--- src/rtl/mem_port_arbiter_if.sv ---
// Core-side request/stall signals and memory-bus signals of mem_port_arbiter.
// The arbiter takes the master view; the environment (core + memory) takes the slave view.
interface mem_port_arbiter_if #(
  parameter int unsigned AW = 32,
  parameter int unsigned DW = 32
);
  logic          instr_req;
  logic [AW-1:0] instr_addr;
  logic [DW-1:0] instr;
  logic          wait_instr;

  logic          data_rd;
  logic          data_wr;
  logic [AW-1:0] data_addr;
  logic [DW-1:0] data_in;
  logic [DW-1:0] data;
  logic          wait_data;

  logic          mem_req;
  logic          mem_we;
  logic [AW-1:0] mem_addr;
  logic [DW-1:0] mem_wdata;
  logic [DW-1:0] mem_rdata;
  logic          mem_ack;
  logic          bus_err;

  modport master (
    input  instr_req, instr_addr, data_rd, data_wr, data_addr, data_in, mem_rdata, mem_ack,
    output instr, wait_instr, data, wait_data, mem_req, mem_we, mem_addr, mem_wdata, bus_err
  );

  modport slave (
    output instr_req, instr_addr, data_rd, data_wr, data_addr, data_in, mem_rdata, mem_ack,
    input  instr, wait_instr, data, wait_data, mem_req, mem_we, mem_addr, mem_wdata, bus_err
  );
endinterface

--- src/rtl/mem_port_arbiter.sv ---
// Serialises instruction-fetch and load/store accesses onto one single-ported memory bus,
// with a per-access timeout. Define MEM_ARB_ROUND_ROBIN_EN for round-robin tie-breaking.
module mem_port_arbiter #(
  parameter int unsigned AW      = 32,
  parameter int unsigned DW      = 32,
  parameter int unsigned TIMEOUT = 255
) (
  input logic                clk,
  input logic                reset,
  mem_port_arbiter_if.master bus
);

  localparam int unsigned   CntW    = (TIMEOUT > 1) ? $clog2(TIMEOUT) : 1;
  localparam logic [CntW-1:0] CntLast = CntW'(TIMEOUT - 1);

  typedef enum logic [2:0] {
    StIdle,
    StBusyI,
    StBusyD,
    StRespI,
    StRespD
  } state_e;

  state_e state_q, state_d;

  logic [CntW-1:0] tmo_cnt_q;
  logic            mem_req_q;
  logic            mem_we_q;
  logic [AW-1:0]   mem_addr_q;
  logic [DW-1:0]   mem_wdata_q;
  logic [DW-1:0]   instr_q;
  logic [DW-1:0]   data_q;
  logic            bus_err_q;

  logic data_pend;
  logic data_wins;
  logic grant_i;
  logic grant_d;
  logic acked;
  logic timed_out;
  logic busy;

  assign data_pend = bus.data_rd | bus.data_wr;
  assign busy      = (state_q == StBusyI) || (state_q == StBusyD);

`ifdef MEM_ARB_ROUND_ROBIN_EN
  logic last_grant_q;  // 1: most recent grant went to instruction fetch

  always_ff @(posedge clk) begin
    if (reset) begin
      last_grant_q <= 1'b1;
    end else if (grant_i || grant_d) begin
      last_grant_q <= grant_i;
    end
  end

  assign data_wins = last_grant_q;
`else
  assign data_wins = 1'b1;
`endif

  always_comb begin
    state_d   = state_q;
    grant_i   = 1'b0;
    grant_d   = 1'b0;
    acked     = 1'b0;
    timed_out = 1'b0;
    unique case (state_q)
      StIdle: begin
        if (data_pend && (!bus.instr_req || data_wins)) begin
          grant_d = 1'b1;
          state_d = StBusyD;
        end else if (bus.instr_req) begin
          grant_i = 1'b1;
          state_d = StBusyI;
        end
      end
      StBusyI, StBusyD: begin
        // An ack on the last allowed cycle still counts as a normal completion.
        if (bus.mem_ack) begin
          acked = 1'b1;
        end else if (tmo_cnt_q == CntLast) begin
          timed_out = 1'b1;
        end
        if (acked || timed_out) begin
          state_d = (state_q == StBusyI) ? StRespI : StRespD;
        end
      end
      StRespI, StRespD: state_d = StIdle;
      default:          state_d = StIdle;
    endcase
  end

  always_ff @(posedge clk) begin
    if (reset) begin
      state_q     <= StIdle;
      tmo_cnt_q   <= '0;
      mem_req_q   <= 1'b0;
      mem_we_q    <= 1'b0;
      mem_addr_q  <= '0;
      mem_wdata_q <= '0;
      instr_q     <= '0;
      data_q      <= '0;
      bus_err_q   <= 1'b0;
    end else begin
      state_q   <= state_d;
      bus_err_q <= timed_out;
      if (grant_i || grant_d) begin
        tmo_cnt_q  <= '0;
        mem_req_q  <= 1'b1;
        mem_we_q   <= grant_d & bus.data_wr;
        mem_addr_q <= grant_d ? bus.data_addr : bus.instr_addr;
        if (grant_d) begin
          mem_wdata_q <= bus.data_in;
        end
      end else if (acked || timed_out) begin
        mem_req_q <= 1'b0;
        mem_we_q  <= 1'b0;
        // Writes leave both read registers alone; a timed-out read loads zero.
        if (!mem_we_q) begin
          if (state_q == StBusyI) begin
            instr_q <= acked ? bus.mem_rdata : '0;
          end else begin
            data_q <= acked ? bus.mem_rdata : '0;
          end
        end
      end else if (busy) begin
        tmo_cnt_q <= tmo_cnt_q + CntW'(1);
      end
    end
  end

  assign bus.mem_req   = mem_req_q;
  assign bus.mem_we    = mem_we_q;
  assign bus.mem_addr  = mem_addr_q;
  assign bus.mem_wdata = mem_wdata_q;
  assign bus.instr     = instr_q;
  assign bus.data      = data_q;
  assign bus.bus_err   = bus_err_q;

  // While reset is held the FSM is treated as IDLE, so stalls simply follow requests.
  assign bus.wait_instr = bus.instr_req & (reset | (state_q != StRespI));
  assign bus.wait_data  = data_pend & (reset | (state_q != StRespD));

endmodule

--- src/flat_wrapper.sv ---
// flat-port wrapper written by rule: the top's interface ports become plain ports
module mem_port_arbiter_flat 
#(
  parameter int unsigned AW      = 32,
  parameter int unsigned DW      = 32,
  parameter int unsigned TIMEOUT = 255
)
  (clk, reset, bus_instr_req, bus_instr_addr, bus_data_rd, bus_data_wr, bus_data_addr, bus_data_in, bus_mem_rdata, bus_mem_ack, bus_instr, bus_wait_instr, bus_data, bus_wait_data, bus_mem_req, bus_mem_we, bus_mem_addr, bus_mem_wdata, bus_bus_err);
  mem_port_arbiter_if #(.AW(AW), .DW(DW)) bus_i ();
  input logic clk;
  input logic reset;
  input wire logic [$bits(bus_i.instr_req)-1:0] bus_instr_req;
  input wire logic [$bits(bus_i.instr_addr)-1:0] bus_instr_addr;
  input wire logic [$bits(bus_i.data_rd)-1:0] bus_data_rd;
  input wire logic [$bits(bus_i.data_wr)-1:0] bus_data_wr;
  input wire logic [$bits(bus_i.data_addr)-1:0] bus_data_addr;
  input wire logic [$bits(bus_i.data_in)-1:0] bus_data_in;
  input wire logic [$bits(bus_i.mem_rdata)-1:0] bus_mem_rdata;
  input wire logic [$bits(bus_i.mem_ack)-1:0] bus_mem_ack;
  output wire logic [$bits(bus_i.instr)-1:0] bus_instr;
  output wire logic [$bits(bus_i.wait_instr)-1:0] bus_wait_instr;
  output wire logic [$bits(bus_i.data)-1:0] bus_data;
  output wire logic [$bits(bus_i.wait_data)-1:0] bus_wait_data;
  output wire logic [$bits(bus_i.mem_req)-1:0] bus_mem_req;
  output wire logic [$bits(bus_i.mem_we)-1:0] bus_mem_we;
  output wire logic [$bits(bus_i.mem_addr)-1:0] bus_mem_addr;
  output wire logic [$bits(bus_i.mem_wdata)-1:0] bus_mem_wdata;
  output wire logic [$bits(bus_i.bus_err)-1:0] bus_bus_err;
  assign bus_i.instr_req = bus_instr_req;
  assign bus_i.instr_addr = bus_instr_addr;
  assign bus_i.data_rd = bus_data_rd;
  assign bus_i.data_wr = bus_data_wr;
  assign bus_i.data_addr = bus_data_addr;
  assign bus_i.data_in = bus_data_in;
  assign bus_i.mem_rdata = bus_mem_rdata;
  assign bus_i.mem_ack = bus_mem_ack;
  assign bus_instr = bus_i.instr;
  assign bus_wait_instr = bus_i.wait_instr;
  assign bus_data = bus_i.data;
  assign bus_wait_data = bus_i.wait_data;
  assign bus_mem_req = bus_i.mem_req;
  assign bus_mem_we = bus_i.mem_we;
  assign bus_mem_addr = bus_i.mem_addr;
  assign bus_mem_wdata = bus_i.mem_wdata;
  assign bus_bus_err = bus_i.bus_err;
  mem_port_arbiter #(.AW(AW), .DW(DW), .TIMEOUT(TIMEOUT)) u_core (.clk(clk), .reset(reset), .bus(bus_i));
endmodule
--- config.mk ---
export PLATFORM = sky130hd
export DESIGN_NAME = mem_port_arbiter_flat
export DESIGN_NICKNAME = d
export VERILOG_FILES = /design/src/rtl/mem_port_arbiter_if.sv /design/src/rtl/mem_port_arbiter.sv /design/src/flat_wrapper.sv
export SDC_FILE = /design/constraint.sdc
export NUM_CORES = 1
export LEC_CHECK = 0
export ABC_CLOCK_PERIOD_IN_PS = 2300
export CAP_MARGIN = 20
export CORE_AREA = 2 2 105 132
export DETAILED_ROUTE_END_ITERATION = 16
export DIE_AREA = 0 0 107 134
export GPL_ROUTABILITY_DRIVEN = 0
export PLACE_DENSITY = 0.8
export SYNTH_ARGS = -nofsm -noshare
export SYNTH_HDL_FRONTEND = slang
export SYNTH_SLANG_ARGS = --single-unit
--- constraint.sdc ---
create_clock -name clk -period 2.3 [get_ports clk]
set_clock_uncertainty 0.15 [all_clocks]
set_input_delay 0.46 -clock clk [delete_from_list [all_inputs] [get_ports clk]]
set_output_delay 0.46 -clock clk [all_outputs]
set_load 0.01 [all_outputs]
# ---- After elaboration in Yosys (flattened, before gate mapping)
# Cells that the tools add are included.
dict set report totals {
  reg_bits 142
  latch_bits 0
  ramBits 0
  romBits 0
  in_bits 134
  out_inout_bits 133
  elab_cells 62
  n_memories 0
}
dict set report op_classes {
  n_addsub 1
  mul 0
  div_mod_pow 0
  n_lt_le_gt_ge 0
  eq_ne 7
  shifts 0
  mux 22
  bitwise 10
  n_reduce_logical 13
}
# operator count
set ops {}
lappend ops {{32-bit 2-to-1 mux} 2}
lappend ops {{1-bit 2-to-1 mux} 15}
lappend ops {{3-bit 2-to-1 mux} 4}
lappend ops {{8-bit by 1-bit adder with 8-bit output (second input constant)} 1}
lappend ops {{8-bit equality test (second input constant)} 1}
lappend ops {{4-bit AND reduction} 2}
lappend ops {{3-bit by 2-bit != test with 1-bit output (second input constant)} 2}
lappend ops {{3-bit one-hot mux with 2 select lines} 1}
lappend ops {{2-bit AND reduction} 3}
lappend ops {{1-bit logical OR} 4}
lappend ops {{1-bit inverter} 4}
lappend ops {{2-bit OR reduction} 2}
lappend ops {{1-bit bitwise AND} 3}
lappend ops {{3-bit by 1-bit equality test with 1-bit output (second input constant)} 1}
lappend ops {{3-bit by 2-bit equality test with 1-bit output (second input constant)} 1}
lappend ops {{3-bit zero test} 1}
lappend ops {{3-bit != test (second input constant)} 1}
lappend ops {{1-bit bitwise OR} 3}
lappend ops {{2-bit by 1-bit != test with 1-bit output (second input constant)} 1}
lappend ops {{2-bit nonzero test} 1}

# ---- Logic depth before layout (Yosys ltp)
dict set report depth {
  word_depth 8
  ltp_mapped 7
  depth_no_buf 6
}

# ---- Worst setup path after synthesis
# OpenSTA, ideal clock, no wires.
dict set report synth_timing {
  path_type {input port to output port}
  from {input port reset}
  to {output port bus_wait_data}
  arrival_ns 1.313
  t_required_ns 1.690
  path_slack_ns 0.377
  path_stages 4
  path_buffers 2
  path_cell_list {clkbuf_1 buf_1 nor2_1 a31oi_1}
}
dict set report synth_via {
  elab_chain_len 2
}
# item line_no
set synth_lines {}
lappend synth_lines {{from (decl)} flat_wrapper.sv:11} ;# input logic reset;
lappend synth_lines {{1-bit bitwise OR} mem_port_arbiter.sv:143} ;# assign bus.wait_data = data_pend & (reset | (state_q != StRespD));
lappend synth_lines {{1-bit bitwise AND} mem_port_arbiter.sv:143}
lappend synth_lines {{to (decl)} flat_wrapper.sv:23} ;# output wire logic [$bits(bus_i.wait_data)-1:0] bus_wait_data;
# No other way between the ends.

# ---- Worst setup path in the final report
dict set report layout_timing {
  from {input port bus_instr_req}
  to {output port bus_wait_instr}
}
dict set report layout_via {
  elab_chain_len 1
}
# item line_no
set layout_lines {}
lappend layout_lines {{from (decl)} flat_wrapper.sv:12} ;# input wire logic [$bits(bus_i.instr_req)-1:0] bus_instr_req;
lappend layout_lines {{1-bit bitwise AND} mem_port_arbiter.sv:142} ;# assign bus.wait_instr = bus.instr_req & (reset | (state_q != StRespI));
lappend layout_lines {{to (decl)} flat_wrapper.sv:21} ;# output wire logic [$bits(bus_i.wait_instr)-1:0] bus_wait_instr;
# No other way between the ends.

==> run metrics <==
max layer used met4; R2R setup slack 0.23 ns; synth warn 0; nets 953; hold path depth 2; clock buffer depth 2; WP data required 1.69 ns; Synth cell types 37; first-pass GRT wire length 26500 um; Die X 107 um; die area 14300 sq um; Rel. slew slack 47.5%; critical path fanouts, max 2; async set-or-reset flop fraction in the synthesized netlist 0%; Num CTS Buffers 17; crit path capture type output port; Hold Path Sink u_core.bus.mem_wdata[0]$_SDFFE_PP0P_; WP data arrival 1.50 ns; GRT overflow 0; syn avg cell area 9.23 sq um; crit start category input port; vias in the first global route 5266; Multi-input gate area 2090 sq um; share of cells above drive strength 1 8.19%; Register-to-Register Path Depth 6; initial antenna violation count 0; Syn Inst Count 557; Finished Layout Cells 1001; Syn Nets 693; final hold violations 0; Sequential Area 2850 sq um; crit-path max cell delay 0.52 ns; unrepaired setup endpoints after global routing no; Leak 3.31 nW; worst vdd ir 558 uV; endpoints failing setup 0; Antenna diodes 0; fillcell total 987; reg2reg end u_core.state_q[1]$_SDFFE_PP0P_; root cell of the clock tree clkbuf_16; Critical R2R Launch u_core.tmo_cnt_q[0]$_SDFFE_PP0P_; H-tree depth 4; f_max 0.474 GHz; Setup Fix Bufs, Post-CTS 0; maxcap violations 0; Worst Setup Slack, final 0.191 ns; final wirelength 16800 um; dpl ws -0.0829 ns; CTS tree yes; commonest register cell after synthesis dfxtp_1; first-pass iteration count of the detailed router 5; Placed Cells 969; number of synthesized register bits 142; I/O pin cnt 267; input/output buffers 266; Area contributors post-synth dfxtp_1 (55%), a22o_1 (11%), nand2_1 (9.6%), a311oi_1 (5.6%), a21oi_1 (4.3%); area grow syn2layout 68.9%; setup_tns 0 ns; status finished clean; Cell Chain, Critical Path clkdlybuf4s50_1 -> inv_1 -> a31oi_1 -> dlygate4sd2_1; Hold WC Path Type flip-flop to flip-flop; hold slack 0.307 ns; met2 routed WL 8680 um; post-synth top area cell dfxtp_1; Finished Core Util 66.2%; CTS Sinks 142; row count 47; # hold bufs at CTS 0; metal3 WL 1400 um; clock-pin slew on the worst setup and hold paths 0.06 ns; Worst Max-Slew Pin Slew 0.784 ns; pin count of the biggest net entering global routing 67; Via-to-Cell Ratio 5.22; antenna-violating nets left 0; Metal-1 WL 6170 um; number of flops mapped to enable cells by yosys 0; most frequent cell after synthesis dfxtp_1; Min Clock Period, post-route 2.11 ns; sequential share of the synthesized area 55.3%; commonest cells in the synthesized netlist dfxtp_1 (142), nand2_1 (132), a22o_1 (64), a21oi_1 (44), nor2_1 (39); synthesized area 5140 sq um; Die Ht 134 um; Core ar. 13100 sq um; initial detailed-routing violation count 214; routed len/inst 16.8 um; PwrDens 795 nW/um^2; hold wc startpoint u_core.bus.mem_wdata[0]$_SDFFE_PP0P_; Initial Util 39.2%; type of the worst setup path input port to output port; final slew viol count 0; DRC viols 0; area share of the largest cell type after synthesis 55.3%; Final period util 91.7%; via count 5228; clk_lat worst skew 0.41 ns; post-DP HPWL 12400 um; GRT Total Usage 23.2%; CP max-delay cell clkdlybuf4s50_1
placed cells by master (no fill, tap or decap), types with 3 or more instances in the layout:
cell             netlist  routed
or3_1                  4       4
clkdlybuf4s50_1        0     263
nor2_1                39      38
a311oi_1              33      33
a22o_1                64      64
o31ai_1                5       5
clkinv_4               0       3
inv_8                  0       3
inv_1                  5       5
dfxtp_1              142     140
a21oi_1               44      43
nand3_1                5       5
clkbuf_16              0      17
inv_6                  0       5
nand2_1              132     131
nor3_1                 5       5
or4_1                  4       4
buf_4                  1      13
buf_12                 0       9
registers in the layout (all words and copies together) (netlist names):
signal,flops
u_core.bus.mem_wdata,32
u_core.bus.data,32
u_core.state_q,3
u_core.bus.mem_req,1
u_core.bus.bus_err,1
u_core.bus.mem_addr,32
u_core.bus.mem_we,1
u_core.tmo_cnt_q,8
u_core.bus.instr,32
cells by family after synthesis:
family,after synthesis,synth area share [%]
and+or+nand+nor,201,16.3
DFF,142,55.3
xor gates and xnor gates,1,0.317
AOI/OAI and AO/OA,158,23.1
adders and majority gates,2,0.487
buffers and inverters,53,4.45
critical path: cells and delay by family:
family | cells | cell delay [ns]
AO/OA/AOI/OAI | 1 | 0.14
buffers and inverters | 3 | 0.90
report_power, final:
group	internal, mW	switching, mW
clock	1.44	1.19
sequential	2.67	0.117
combinational	0.798	0.691
through the flow:
stage	instance area, sq um	power [mW]
2_1_floorplan	5140	3.45
3_3_place_gp	8100	4.28
3_5_place_dp	8100	4.33
4_1_cts	8680	6.96
5_1_grt	8680	7.19
6_report	8680	6.90
per-layer routing:
metal,global-route usage [%],up-vias
li1,-,2503
met1,24.7,2429
met2,41.5,258
met3,7.73,38
met4,10.2,0
met5,0,-
what timing repair did:
item,4_1_cts,5_1_grt
resized for setup,5,0
endpoints found under the setup margin,2,0
endpoints found under the hold margin,0,0
final cells by class:
class / instances / area share [%]
Clock buffer: 17 / 4.90
Sequential cell: 142 / 32.8
Tap cell: 171 / 2.47
Inverter: 6 / 0.259
Clock inverter: 15 / 1.72
Multi-Input combinational cell: 362 / 24.1
Timing Repair Buffer: 288 / 33.8
worst max path at each step:
| stage | from | endpoint | slack, ns | cells past startpoint |
|---|---|---|---|---|
| CTS | bus_instr_req | bus_wait_instr | 0.20 | 4 |
| detailed placement | bus_instr_req | bus_wait_instr | -0.08 | 4 |
| floorplan | reset | bus_wait_data | 0.38 | 4 |
| finish | bus_instr_req | bus_wait_instr | 0.19 | 4 |
| global route | u_core.tmo_cnt_q[0]$_SDFFE_PP0P_ | u_core.state_q[1]$_SDFFE_PP0P_ | 0.05 | 6 |
| global placement | bus_instr_req | bus_wait_instr | -0.08 | 4 |
Note: power is estimated with default switching activity, not from simulation.
